<file path="config.mk">
export PLATFORM = sky130hd
export DESIGN_NAME = tx_packet_framer
export DESIGN_NICKNAME = d
export VERILOG_FILES = /design/src/rtl/pcie_phy_pkg.sv /design/src/rtl/tx_skp_scheduler.sv /design/src/rtl/tx_packet_framer.sv
export SDC_FILE = /design/constraint.sdc
export NUM_CORES = 1
export LEC_CHECK = 0
export CAP_MARGIN = 10
export CORE_MARGIN = 2
export CORE_UTILIZATION = 50
export DETAILED_ROUTE_END_ITERATION = 10
export GPL_TIMING_DRIVEN = 0
export MAX_ROUTING_LAYER = met4
export PLACE_DENSITY = 0.76
export SLEW_MARGIN = 20
export SYNTH_ARGS = -nofsm -noshare
export SYNTH_HDL_FRONTEND = slang
export SYNTH_SLANG_ARGS = --single-unit
</file>
<file path="constraint.sdc">
create_clock -name clk -period 3 [get_ports clk]
set_clock_uncertainty 0.15 [all_clocks]
set_input_delay 0.75 -clock clk [delete_from_list [all_inputs] [get_ports clk]]
set_output_delay 0.75 -clock clk [all_outputs]
set_load 0.01 [all_outputs]
</file>
<file path="src/rtl/pcie_phy_pkg.sv">
// Shared PHY logical-layer symbols and framer state encodings.
// Used by the transmit framer and its SKP scheduler.
package pcie_phy_pkg;

  localparam logic [7:0] K_STP  = 8'hFB;
  localparam logic [7:0] K_SDP  = 8'h5C;
  localparam logic [7:0] K_END  = 8'hFD;
  localparam logic [7:0] K_EDB  = 8'hFE;
  localparam logic [7:0] K_PAD  = 8'hF7;
  localparam logic [7:0] K_COM  = 8'hBC;
  localparam logic [7:0] K_SKP  = 8'h1C;
  localparam logic [7:0] D_IDLE = 8'h00;

  typedef enum logic [2:0] {
    ST_IDLE,
    ST_PKT,
    ST_TAIL,
    ST_DROP,
    ST_SKP
  } framer_state_t;

endpackage

</file>
<file path="src/rtl/tx_skp_scheduler.sv">
// SKP ordered-set interval counter; raises skp_pending on expiry,
// held until the framer reports the set was sent.
module tx_skp_scheduler #(
  parameter int SKP_INTERVAL = 295,
  parameter int CNT_W        = 16
) (
  input  logic clk,
  input  logic rst,
  input  logic en,
  input  logic skp_taken,
  output logic skp_pending
);

  logic [CNT_W-1:0] cnt;
  logic             expire;

  assign expire = (cnt == CNT_W'(SKP_INTERVAL - 1));

  always_ff @(posedge clk) begin
    if (rst || !en) begin
      cnt         <= '0;
      skp_pending <= 1'b0;
    end else begin
      cnt <= expire ? '0 : cnt + CNT_W'(1);
      if (expire)
        skp_pending <= 1'b1;
      else if (skp_taken)
        skp_pending <= 1'b0;
    end
  end

endmodule

</file>
<file path="src/rtl/tx_packet_framer.sv">
// Gen1/Gen2 transmit framer: start/end/pad insertion, logical idle
// and SKP ordered sets on a single byte stream.
module tx_packet_framer
  import pcie_phy_pkg::*;
#(
  parameter int BYTES        = 4,
  parameter int SKP_INTERVAL = 295,
  parameter int CNT_W        = 16
) (
  input  logic               clk,
  input  logic               rst,
  input  logic               en,
  input  logic               in_valid,
  output logic               in_ready,
  input  logic [8*BYTES-1:0] in_data,
  input  logic               in_sop,
  input  logic               in_eop,
  input  logic [2:0]         in_last_cnt,
  input  logic               in_dllp,
  input  logic               in_nullify,
  output logic [8*BYTES-1:0] out_data,
  output logic [BYTES-1:0]   out_dk,
  output logic               out_valid,
  output logic               underrun
);

  localparam int W = 8 * BYTES;

  framer_state_t    state, state_nxt;
  logic [7:0]       carry, carry_nxt;
  logic             dllp, dllp_nxt;
  logic [W-1:0]     tail_data, tail_data_nxt;
  logic [BYTES-1:0] tail_dk, tail_dk_nxt;
  logic [W-1:0]     data_nxt;
  logic [BYTES-1:0] dk_nxt;
  logic             underrun_nxt;
  logic             skp_pending, skp_taken;
  logic             accept, is_dllp, split, load;
  logic [7:0]       lead, end_sym;
  logic [W-1:0]     frm_data, frm_tail;
  logic [BYTES-1:0] frm_dk, frm_tail_dk;
  int               n;

  tx_skp_scheduler #(
    .SKP_INTERVAL(SKP_INTERVAL),
    .CNT_W       (CNT_W)
  ) u_skp (
    .clk        (clk),
    .rst        (rst),
    .en         (en),
    .skp_taken  (skp_taken),
    .skp_pending(skp_pending)
  );

  always_comb begin
    in_ready = 1'b0;
    if (!rst && en) begin
      unique case (state)
        ST_IDLE:         in_ready = !skp_pending;
        ST_PKT, ST_DROP: in_ready = 1'b1;
        default:         in_ready = 1'b0;
      endcase
    end
  end

  assign accept  = in_valid && in_ready;
  assign is_dllp = (state == ST_IDLE) ? in_dllp : dllp;
  assign end_sym = (in_nullify && !is_dllp) ? K_EDB : K_END;
  assign lead    = (state == ST_IDLE) ? (in_dllp ? K_SDP : K_STP) : carry;
  assign load    = (state == ST_IDLE && !skp_pending && accept && in_sop)
                || (state == ST_PKT && in_valid);

  // Word layout: leading symbol, then data, then end symbol and PAD.
  // A word too full for the end symbol spills into the TAIL word.
  always_comb begin
    n = int'(in_last_cnt);
    if (n == 0 || n > BYTES)
      n = BYTES;
    frm_data      = '0;
    frm_dk        = '0;
    frm_tail      = '0;
    frm_tail_dk   = '0;
    frm_data[7:0] = lead;
    frm_dk[0]     = (state == ST_IDLE);
    for (int i = 1; i < BYTES; i++) begin
      if (!in_eop || i - 1 < n) begin
        frm_data[8*i +: 8] = in_data[8*(i-1) +: 8];
      end else begin
        frm_dk[i]          = 1'b1;
        frm_data[8*i +: 8] = (i - 1 == n) ? end_sym : K_PAD;
      end
    end
    for (int j = 0; j < BYTES; j++) begin
      if (j + BYTES - 1 < n) begin
        frm_tail[8*j +: 8] = in_data[W-8 +: 8];
      end else begin
        frm_tail_dk[j]     = 1'b1;
        frm_tail[8*j +: 8] = (j + BYTES - 1 == n) ? end_sym : K_PAD;
      end
    end
    split = in_eop && (n >= BYTES - 1);
  end

  always_comb begin
    state_nxt = state;
    if (!en) begin
      state_nxt = ST_IDLE;
    end else begin
      unique case (state)
        ST_IDLE: begin
          if (skp_pending)
            state_nxt = ST_SKP;
          else if (load)
            state_nxt = !in_eop ? ST_PKT : (split ? ST_TAIL : ST_IDLE);
        end
        ST_PKT: begin
          if (!in_valid)
            state_nxt = ST_DROP;
          else if (in_eop)
            state_nxt = split ? ST_TAIL : ST_IDLE;
        end
        ST_DROP: begin
          if (accept && in_eop)
            state_nxt = ST_IDLE;
        end
        default: state_nxt = ST_IDLE;
      endcase
    end
  end

  always_comb begin
    data_nxt      = {BYTES{D_IDLE}};
    dk_nxt        = '0;
    underrun_nxt  = 1'b0;
    carry_nxt     = carry;
    dllp_nxt      = dllp;
    tail_data_nxt = tail_data;
    tail_dk_nxt   = tail_dk;
    skp_taken     = 1'b0;
    if (en) begin
      if (state == ST_IDLE && skp_pending) begin
        for (int i = 0; i < BYTES; i++)
          data_nxt[8*i +: 8] = (i == 0) ? K_COM : K_SKP;
        dk_nxt = '1;
      end else if (state == ST_PKT && !in_valid) begin
        for (int i = 0; i < BYTES; i++)
          data_nxt[8*i +: 8] = (i == 0) ? carry : (i == 1) ? K_EDB : K_PAD;
        dk_nxt       = '1;
        dk_nxt[0]    = 1'b0;
        underrun_nxt = 1'b1;
      end else if (load) begin
        data_nxt      = frm_data;
        dk_nxt        = frm_dk;
        carry_nxt     = in_data[W-8 +: 8];
        tail_data_nxt = frm_tail;
        tail_dk_nxt   = frm_tail_dk;
        if (state == ST_IDLE)
          dllp_nxt = in_dllp;
      end else if (state == ST_TAIL) begin
        data_nxt = tail_data;
        dk_nxt   = tail_dk;
      end else if (state == ST_SKP) begin
        skp_taken = 1'b1;
        // Narrow bus: second half of COM,SKP,SKP,SKP.
        if (BYTES < 4) begin
          data_nxt = {BYTES{K_SKP}};
          dk_nxt   = '1;
        end
      end
    end
  end

  always_ff @(posedge clk) begin
    if (rst) begin
      state     <= ST_IDLE;
      carry     <= '0;
      dllp      <= 1'b0;
      tail_data <= '0;
      tail_dk   <= '0;
      out_data  <= '0;
      out_dk    <= '0;
      out_valid <= 1'b0;
      underrun  <= 1'b0;
    end else begin
      state     <= state_nxt;
      carry     <= carry_nxt;
      dllp      <= dllp_nxt;
      tail_data <= tail_data_nxt;
      tail_dk   <= tail_dk_nxt;
      out_data  <= data_nxt;
      out_dk    <= dk_nxt;
      out_valid <= en;
      underrun  <= underrun_nxt;
    end
  end

endmodule

</file>
==> results.rst, run 1 <==
.. list-table::
   :header-rows: 1

   * - Metric
     - Value
   * - Actual transition at the worst max-transition pin
     - 1060 ps
   * - Max Buffers Root-to-Sink
     - 2
   * - Outcome
     - finished with violations
   * - Layout filler cell count
     - 766
   * - Complex-gate fraction of the synthesized area
     - 23.6%
   * - Synthesis-stage register bit count
     - 103
   * - Share of synthesized area occupied by flip-flops and latches
     - 45.0%
   * - Num rows
     - 34
   * - Largest family of logic cells by synthesized area
     - compound AO/OA/AOI/OAI gates
   * - Total of warnings raised by yosys
     - 0
   * - Vias in the first global route
     - 4281
   * - Reg-to-reg endpoint
     - tail_data[1]
   * - Share of synthesized area spent on multiplexers
     - 1.12%
   * - Count of input and output buffers
     - 80
   * - CP Launch Point
     - in_last_cnt[0]
   * - Via total after detailed routing
     - 4680
   * - Area share of xor/xnor cells in the synthesized design
     - 2.68%
   * - Area share of the largest cell type after synthesis
     - 45.0%
   * - Antenna Violating Nets Remaining
     - 0
   * - Synth Cell Area
     - 4580 um2
   * - HP Class
     - register to register
   * - Number of cells on the worst reg-to-reg path
     - 6
   * - # DRC
     - 0
   * - Pin count of the biggest net entering global routing
     - 19
   * - Hold bufs inserted after CTS
     - 0
   * - Half-perimeter wire length of the detailed placement result
     - 10.3 mm
   * - Number of clock buffers inserted by TritonCTS
     - 9
   * - Worst Setup Slack post-DPL
     - -1140 ps
   * - Crit Path Class
     - input pin to register
   * - WL final
     - 14.2 mm
   * - CP arrival
     - 3250 ps
   * - Violations in the final reports
     - negative setup slack
   * - Ranking of synthesized cells by instance count
     - sky130_fd_sc_hd__dfxtp_1 (103), sky130_fd_sc_hd__a21oi_1 (79), sky130_fd_sc_hd__nand2_1 (36), sky130_fd_sc_hd__clkbuf_1 (29)
   * - Fmax
     - 323 MHz
   * - Crit path to
     - out_data[30]
   * - Critical path launch point type
     - input pin
   * - Mean instance size in the synthesized netlist
     - 8.52 um2
   * - Boundary pin count
     - 82
   * - Area added between synthesis and finish
     - 25.6%
   * - Post-CTS setup buffer count
     - 0
   * - Initial antenna violation count
     - 0
   * - Hold Worst Slack
     - 339 ps
   * - Largest cells by area after synthesis
     - sky130_fd_sc_hd__dfxtp_1 (45%), sky130_fd_sc_hd__a21oi_1 (8.6%), sky130_fd_sc_hd__nor4_1 (3.5%)
   * - Critical Path End Type
     - register
   * - Adder-cell share of the synthesized area
     - 0.819%
   * - Origin of the critical flop-to-flop path
     - state[1]
   * - Post-synth EDFFs
     - 0
   * - Maximum vdd ir drop
     - 0.289 mV
   * - Violation count after the first detailed-routing iteration
     - 494
   * - Max-slew violation total from the final report
     - 0
   * - Overflow left after global routing
     - 0
   * - CP max FO
     - 8
   * - Core outline area
     - 8810 um2
   * - Final weighted congestion in routability-driven placement
     - 0.924
   * - Die ar.
     - 9950 um2
   * - Reg-to-reg slack, setup
     - 610 ps
   * - Area occupied by registers
     - 2060 um2
   * - Avg WL per Cell
     - 19.2 um
   * - Gr usage total
     - 29.6%
   * - Number of placed cells counting well taps
     - 726
   * - Max-slew headroom
     - 29.0%
   * - Per-cell via count in the routed design
     - 6.31
   * - Root Driver
     - sky130_fd_sc_hd__clkbuf_8
   * - CTS tree
     - done
   * - Effective utilization at floorplan
     - 52.0%
   * - Post-synth ARST share
     - 0%
   * - Total of endpoints with negative setup slack in the final report
     - 4
   * - Number of search-and-repair iterations in the first detailed-routing pass
     - 5
   * - Net count reported at finish
     - 675
   * - Synthesized instance count
     - 538
   * - Power density normalized to cell area
     - 445 nW/um2
   * - Post-route non-filler standard cell count
     - 742
   * - Standby leakage power
     - 1.88 nW
   * - Clock-pin slew reported for the worst setup and hold paths after clock tree synthesis
     - 100 ps
   * - Final worst slack
     - -97.0 ps
   * - Fraction of final layout cells with drive strength greater than 1
     - 7.57%
   * - Clock period minus worst slack
     - 3100 ps
   * - Top cell type by total area after synthesis
     - sky130_fd_sc_hd__dfxtp_1
   * - Clock latency reported for the late side of the worst-skew pair
     - 370 ps
   * - Hold Violations, Final
     - 0
   * - Area used by multi-input combinational logic
     - 2320 um2
   * - CTS sink count
     - 103
   * - Required time at the worst-slack endpoint
     - 3160 ps
   * - Chip width
     - 99.7 um
   * - Global-route wire length before repair
     - 22.4 mm
   * - Number of maximum-capacitance violations
     - 0
   * - Net count after synthesis
     - 584
   * - Cell variety after synth
     - 59
   * - Height of the chip
     - 99.7 um
   * - Cell with the most instances after synthesis
     - sky130_fd_sc_hd__dfxtp_1
   * - Simple-gate share of the synthesized area
     - 21.6%
   * - Period utilisation layout
     - 103%
   * - Unrepaired setup endpoints after global routing
     - true
   * - Antenna diode instance count
     - 0
   * - # H-tree levels
     - 3
   * - Primary FF master, synth
     - sky130_fd_sc_hd__dfxtp_1
==> worst min path at each step <==
stage,startpoint,to,slack (ps),depth (start not counted)
floorplan,tail_data[8],out_data[8],280,2
global placement,tail_data[19],tail_data[19],310,2
detailed placement,dllp,dllp,320,2
CTS,tail_data[1],out_data[1],330,2
global route,tail_data[1],out_data[1],360,2
finish,dllp,dllp,340,2
==> logic make-up (layout without fill, tap and decap cells) <==
family / after synthesis / in the layout
simple gates: 179 / 179
buf+inv: 55 / 151
xor+xnor: 14 / 14
compound gates: 179 / 179
fa+ha+maj: 3 / 3
flops: 103 / 103
mux: 5 / 5
==> per-stage QoR <==
step | setup TNS, ps | power [mW] | instance area, um2 | util [%]
finish | -304 | 2.56 | 5750 | 65.3
global route | -886 | 2.64 | 5750 | 65.3
CTS | -17.7 | 2.55 | 5750 | 65.3
detailed placement | -19020 | 1.71 | 5520 | 62.7
global placement | -17160 | 1.70 | 5520 | 62.7
floorplan | 0 | 1.57 | 4580 | -
==> flip-flops by register name, summed over array words and instances, names as in the netlist <==
name / flops
out_dk: 4
tail_data: 32
state: 3
u_skp.skp_pending: 1
underrun: 1
out_data: 32
dllp: 1
u_skp.cnt: 16
tail_dk: 4
out_valid: 1
carry: 8
==> worst max-delay path: stages <==
cell and delay [ps]:
sky130_fd_sc_hd__clkdlybuf4s50_1 450, sky130_fd_sc_hd__or2_2 310, sky130_fd_sc_hd__ha_1 340, sky130_fd_sc_hd__nor2b_1 70, sky130_fd_sc_hd__clkbuf_2 200, sky130_fd_sc_hd__a21oi_1 660
sky130_fd_sc_hd__o22ai_2 290, sky130_fd_sc_hd__a21oi_1 190
==> where the power goes <==
part | switching (mW) | total, mW | internal, mW | leakage, nW
combinational | 0.174 | 0.291 | 0.116 | 0.946
clock | 0.510 | 0.872 | 0.362 | 0.0993
sequential | 0.0107 | 1.40 | 1.39 | 0.832
total | 0.695 | 2.56 | 1.86 | 1.88
==> area by class of cell <==
cell class / instances / area share, %
sequential: 103 / 35.8
inverter: 11 / 0.718
clock inverter: 5 / 0.870
multi-input combinational: 380 / 40.3
timing repair buffer: 80 / 13.9
buffer: 44 / 3.46
clock buffer: 11 / 2.63
tap: 108 / 2.35
==> cells in the final DEF, fill, tap and decap left out, types with 3 or more instances in the layout <==
cell type	count
sky130_fd_sc_hd__a31oi_1	11
sky130_fd_sc_hd__nand2_1	36
sky130_fd_sc_hd__a22oi_1	7
sky130_fd_sc_hd__clkbuf_8	11
sky130_fd_sc_hd__dfxtp_1	103
sky130_fd_sc_hd__clkdlybuf4s50_1	78
sky130_fd_sc_hd__and2_1	3
sky130_fd_sc_hd__o21ai_0	27
sky130_fd_sc_hd__o221ai_1	5
sky130_fd_sc_hd__nand4_1	7
sky130_fd_sc_hd__nor3b_2	3
sky130_fd_sc_hd__mux2i_1	4
sky130_fd_sc_hd__xor2_1	5
sky130_fd_sc_hd__inv_1	11
sky130_fd_sc_hd__nor4_1	26
sky130_fd_sc_hd__o22ai_1	18
sky130_fd_sc_hd__buf_2	11
sky130_fd_sc_hd__a311oi_1	7
sky130_fd_sc_hd__nor3_1	26
sky130_fd_sc_hd__nand2b_1	10
sky130_fd_sc_hd__nand3b_1	3
sky130_fd_sc_hd__ha_1	3
sky130_fd_sc_hd__buf_4	3
sky130_fd_sc_hd__nand3_1	18
sky130_fd_sc_hd__o21a_1	3
sky130_fd_sc_hd__nor2_1	27
sky130_fd_sc_hd__clkbuf_1	28
sky130_fd_sc_hd__a21oi_1	79
sky130_fd_sc_hd__xnor2_1	9
==> per-layer routing <==
| layer | global-route usage [%] | part of all wire [%] | routed length (um) | up-vias |
|---|---|---|---|---|
| li1 | - | - | - | 2177 |
| met1 | 39.4 | 42 | 6050 | 2195 |
| met2 | 46.6 | 47 | 6630 | 286 |
| met3 | 5.27 | 9.5 | 1350 | 22 |
| met4 | 8.22 | 1.4 | 206 | 0 |
| met5 | - | 0 | 0 | - |
==> repair_timing <==
| action | in CTS | in global routing |
|---|---|---|
| setup endpoints to repair | 20 | 15 |
| pin swaps | 0 | 0 |
| resized for setup | 8 | 1 |
Note: power is estimated with default switching activity, not from simulation.
==> run 2, diff against run 1 <==
--- a/config.mk
+++ b/config.mk
@@ -9,9 +9,9 @@
 export CORE_MARGIN = 2
 export CORE_UTILIZATION = 50
 export DETAILED_ROUTE_END_ITERATION = 10
+export DONT_BUFFER_PORTS = 1
 export GPL_TIMING_DRIVEN = 0
 export MAX_ROUTING_LAYER = met4
-export PLACE_DENSITY = 0.76
 export SLEW_MARGIN = 20
 export SYNTH_ARGS = -nofsm -noshare
 export SYNTH_HDL_FRONTEND = slang
==> run 2 against run 1 <==
The run now ends clean. First-iteration DRC count fell by 46%. Clock power fell by 3.4%. Sequential power is essentially flat. Clock-buffer cell count decreased by 1. Global-route usage down 0.29 points. Maximum frequency grew 9.2%. Core utilization shrank 9.5 points. Die area unchanged. Total power is 4.4% lower. Combinational power decreased by 30%.
==> results.rst, run 2 (synthesized netlist as in run 1, its figures left out) <==
.. list-table::
   :header-rows: 1

   * - Metric
     - Value
   * - Top Registers
     - out_data: 32 flops, tail_data: 32 flops, u_skp.cnt: 16 flops
   * - Via total after detailed routing
     - 4234
   * - Number of cells on the worst reg-to-reg path
     - 6
   * - Hold Worst Slack
     - 336 ps
   * - Chip width
     - 99.7 um
   * - Actual transition at the worst max-transition pin
     - 1180 ps
   * - Power density normalized to cell area
     - 498 nW/um2
   * - Post-route cell area
     - 4910 um2
   * - Number of search-and-repair iterations in the first detailed-routing pass
     - 5
   * - # H-tree levels
     - 3
   * - Net count reported at finish
     - 595
   * - WL final
     - 13.9 mm
   * - Final weighted congestion in routability-driven placement
     - 0.918
   * - Hold Violations, Final
     - 0
   * - Reg-to-reg endpoint
     - tail_data[1]
   * - Layout filler cell count
     - 890
   * - Gr usage total
     - 29.3%
   * - Hold bufs inserted after CTS
     - 0
   * - Worst Hold Endpoint
     - out_data[1]
   * - Die ar.
     - 9950 um2
   * - Share of power burned in registers
     - 57.2%
   * - Finished Core Util
     - 55.8%
   * - Boundary pin count
     - 82
   * - Height of the chip
     - 99.7 um
   * - Number of clock buffers inserted by TritonCTS
     - 9
   * - Total of endpoints with negative setup slack in the final report
     - 0
   * - Fmax
     - 352 MHz
   * - Critical path launch point type
     - input pin
   * - Period utilisation layout
     - 94.6%
   * - Pint
     - 1.78 mW
   * - Crit Path Class
     - input pin to register
   * - Reg-to-reg slack, setup
     - 530 ps
   * - Worst Setup Slack post-DPL
     - -598 ps
   * - Number of placed cells counting well taps
     - 646
   * - Root Driver
     - sky130_fd_sc_hd__clkbuf_8
   * - HP Class
     - register to register
   * - Max-slew headroom
     - 21.5%
   * - Unrepaired setup endpoints after global routing
     - false
   * - Antenna diode instance count
     - 0
   * - Maximum vdd ir drop
     - 0.289 mV
   * - Overflow left after global routing
     - 0
   * - Sw Ratio
     - 27.1%
   * - Half-perimeter wire length of the detailed placement result
     - 9.99 mm
   * - CTS sink count
     - 103
   * - Count of input and output buffers
     - 0
   * - Outcome
     - finished clean
   * - Net Switching
     - 0.662 mW
   * - Core outline area
     - 8810 um2
   * - Num rows
     - 34
   * - CTS tree
     - done
   * - Antenna Violating Nets Remaining
     - 0
   * - Worst Hold Launch
     - tail_data[1]
   * - Origin of the critical flop-to-flop path
     - state[1]
   * - Global-route wire length before repair
     - 22.0 mm
   * - Placed Instance Area
     - 4720 um2
   * - Clock-pin slew reported for the worst setup and hold paths after clock tree synthesis
     - 90 ps
   * - Vias in the first global route
     - 3995
   * - Clock latency reported for the late side of the worst-skew pair
     - 380 ps
   * - Most frequent cells in the layout
     - sky130_fd_sc_hd__dfxtp_1 (103), sky130_fd_sc_hd__a21oi_1 (79), sky130_fd_sc_hd__nand2_1 (36), sky130_fd_sc_hd__clkbuf_1 (29)
   * - Standby leakage power
     - 1.56 nW
   * - Critical Path End Type
     - register
   * - # DRC
     - 0
   * - Max Buffers Root-to-Sink
     - 2
   * - Sum of internal, switching and leakage power
     - 2.45 mW
   * - Max-slew violation total from the final report
     - 0
   * - Clock network fraction of design power
     - 34.4%
   * - CP arrival
     - 2950 ps
   * - Pin count of the biggest net entering global routing
     - 19
   * - Initial antenna violation count
     - 0
   * - CP max FO
     - 8
   * - Most common cell after layout, fill and taps aside
     - sky130_fd_sc_hd__dfxtp_1
   * - Number of maximum-capacitance violations
     - 0
   * - Cell depth of the worst min-delay path
     - 2
   * - Violation count after the first detailed-routing iteration
     - 268
   * - Effective utilization at floorplan
     - 52.0%
   * - Clock period minus worst slack
     - 2840 ps
   * - Required time at the worst-slack endpoint
     - 3110 ps
   * - Avg WL per Cell
     - 21.0 um
   * - Post-route non-filler standard cell count
     - 662
   * - Final-layout setup total negative slack
     - 0 ps
   * - Portion of total power attributed to combinational logic
     - 8.4%
   * - Fraction of final layout cells with drive strength greater than 1
     - 7.94%
   * - Area added between synthesis and finish
     - 7.24%
   * - Per-cell via count in the routed design
     - 6.40
   * - Final worst slack
     - 163 ps
==> run 2: cell types whose count changed in the layout (fill, tap and decap cells not counted), moves of 2 or more <==
cell / previous run / this run
sky130_fd_sc_hd__clkdlybuf4s50_1: 78 / 0
sky130_fd_sc_hd__clkinv_4: 1 / 3
sky130_fd_sc_hd__dlygate4sd2_1: 2 / 0
sky130_fd_sc_hd__o22ai_1: 18 / 20
==> run 2: power by group through the flow <==
stage          Sequential (mW)  Clock, mW  Combinational, mW
6_report                  1.40      0.842              0.204
5_1_grt                   1.40      0.915              0.223
4_1_cts                   1.40      0.861              0.200
3_5_place_dp              1.43          0              0.199
3_3_place_gp              1.43          0              0.197
2_1_floorplan             1.43          0              0.143
==> run 2: worst max path at each step <==
stage	startpoint	end	slack, ps	depth (start not counted)
2_1_floorplan	in_last_cnt[0]	out_data[19]	290	7
3_3_place_gp	in_last_cnt[0]	out_data[19]	-580	7
3_5_place_dp	in_last_cnt[0]	out_data[19]	-600	7
4_1_cts	in_last_cnt[0]	out_data[19]	210	7
5_1_grt	in_last_cnt[0]	out_data[19]	100	7
6_report	in_last_cnt[0]	out_data[19]	160	7
==> run 2: final cells by class <==
type | instances | area, um2 | area share, %
multi-input cells | 380 | 2290 | 46.5
flip-flops and latches | 103 | 2060 | 42.0
plain buffers | 44 | 198 | 4.02
clock buffers | 10 | 138 | 2.80
well taps | 108 | 135 | 2.75
clock inverters | 6 | 53.8 | 1.09
inverters | 11 | 41.3 | 0.840
==> run 2: routing by layer <==
layer	vias up	routed length, um	track usage (%)
met5	-	0	-
met4	0	165	7.59
met3	14	945	4.71
met2	172	6520	46.6
met1	2019	6280	39.1
li1	2029	-	-
==> run 2: repair_timing <==
| item | in CTS | in global routing |
|---|---|---|
| endpoints found under the setup margin | 4 | 0 |
| resized for setup | 1 | 0 |
| setup buffers | 0 | 0 |
==> run 2: worst max-delay path: stages <==
cell,delay (ps)
sky130_fd_sc_hd__or2_2,270
sky130_fd_sc_hd__ha_1,320
sky130_fd_sc_hd__nor2b_1,50
sky130_fd_sc_hd__clkbuf_1,220
sky130_fd_sc_hd__nor3_2,620
sky130_fd_sc_hd__o22ai_1,400
sky130_fd_sc_hd__and3_1,310
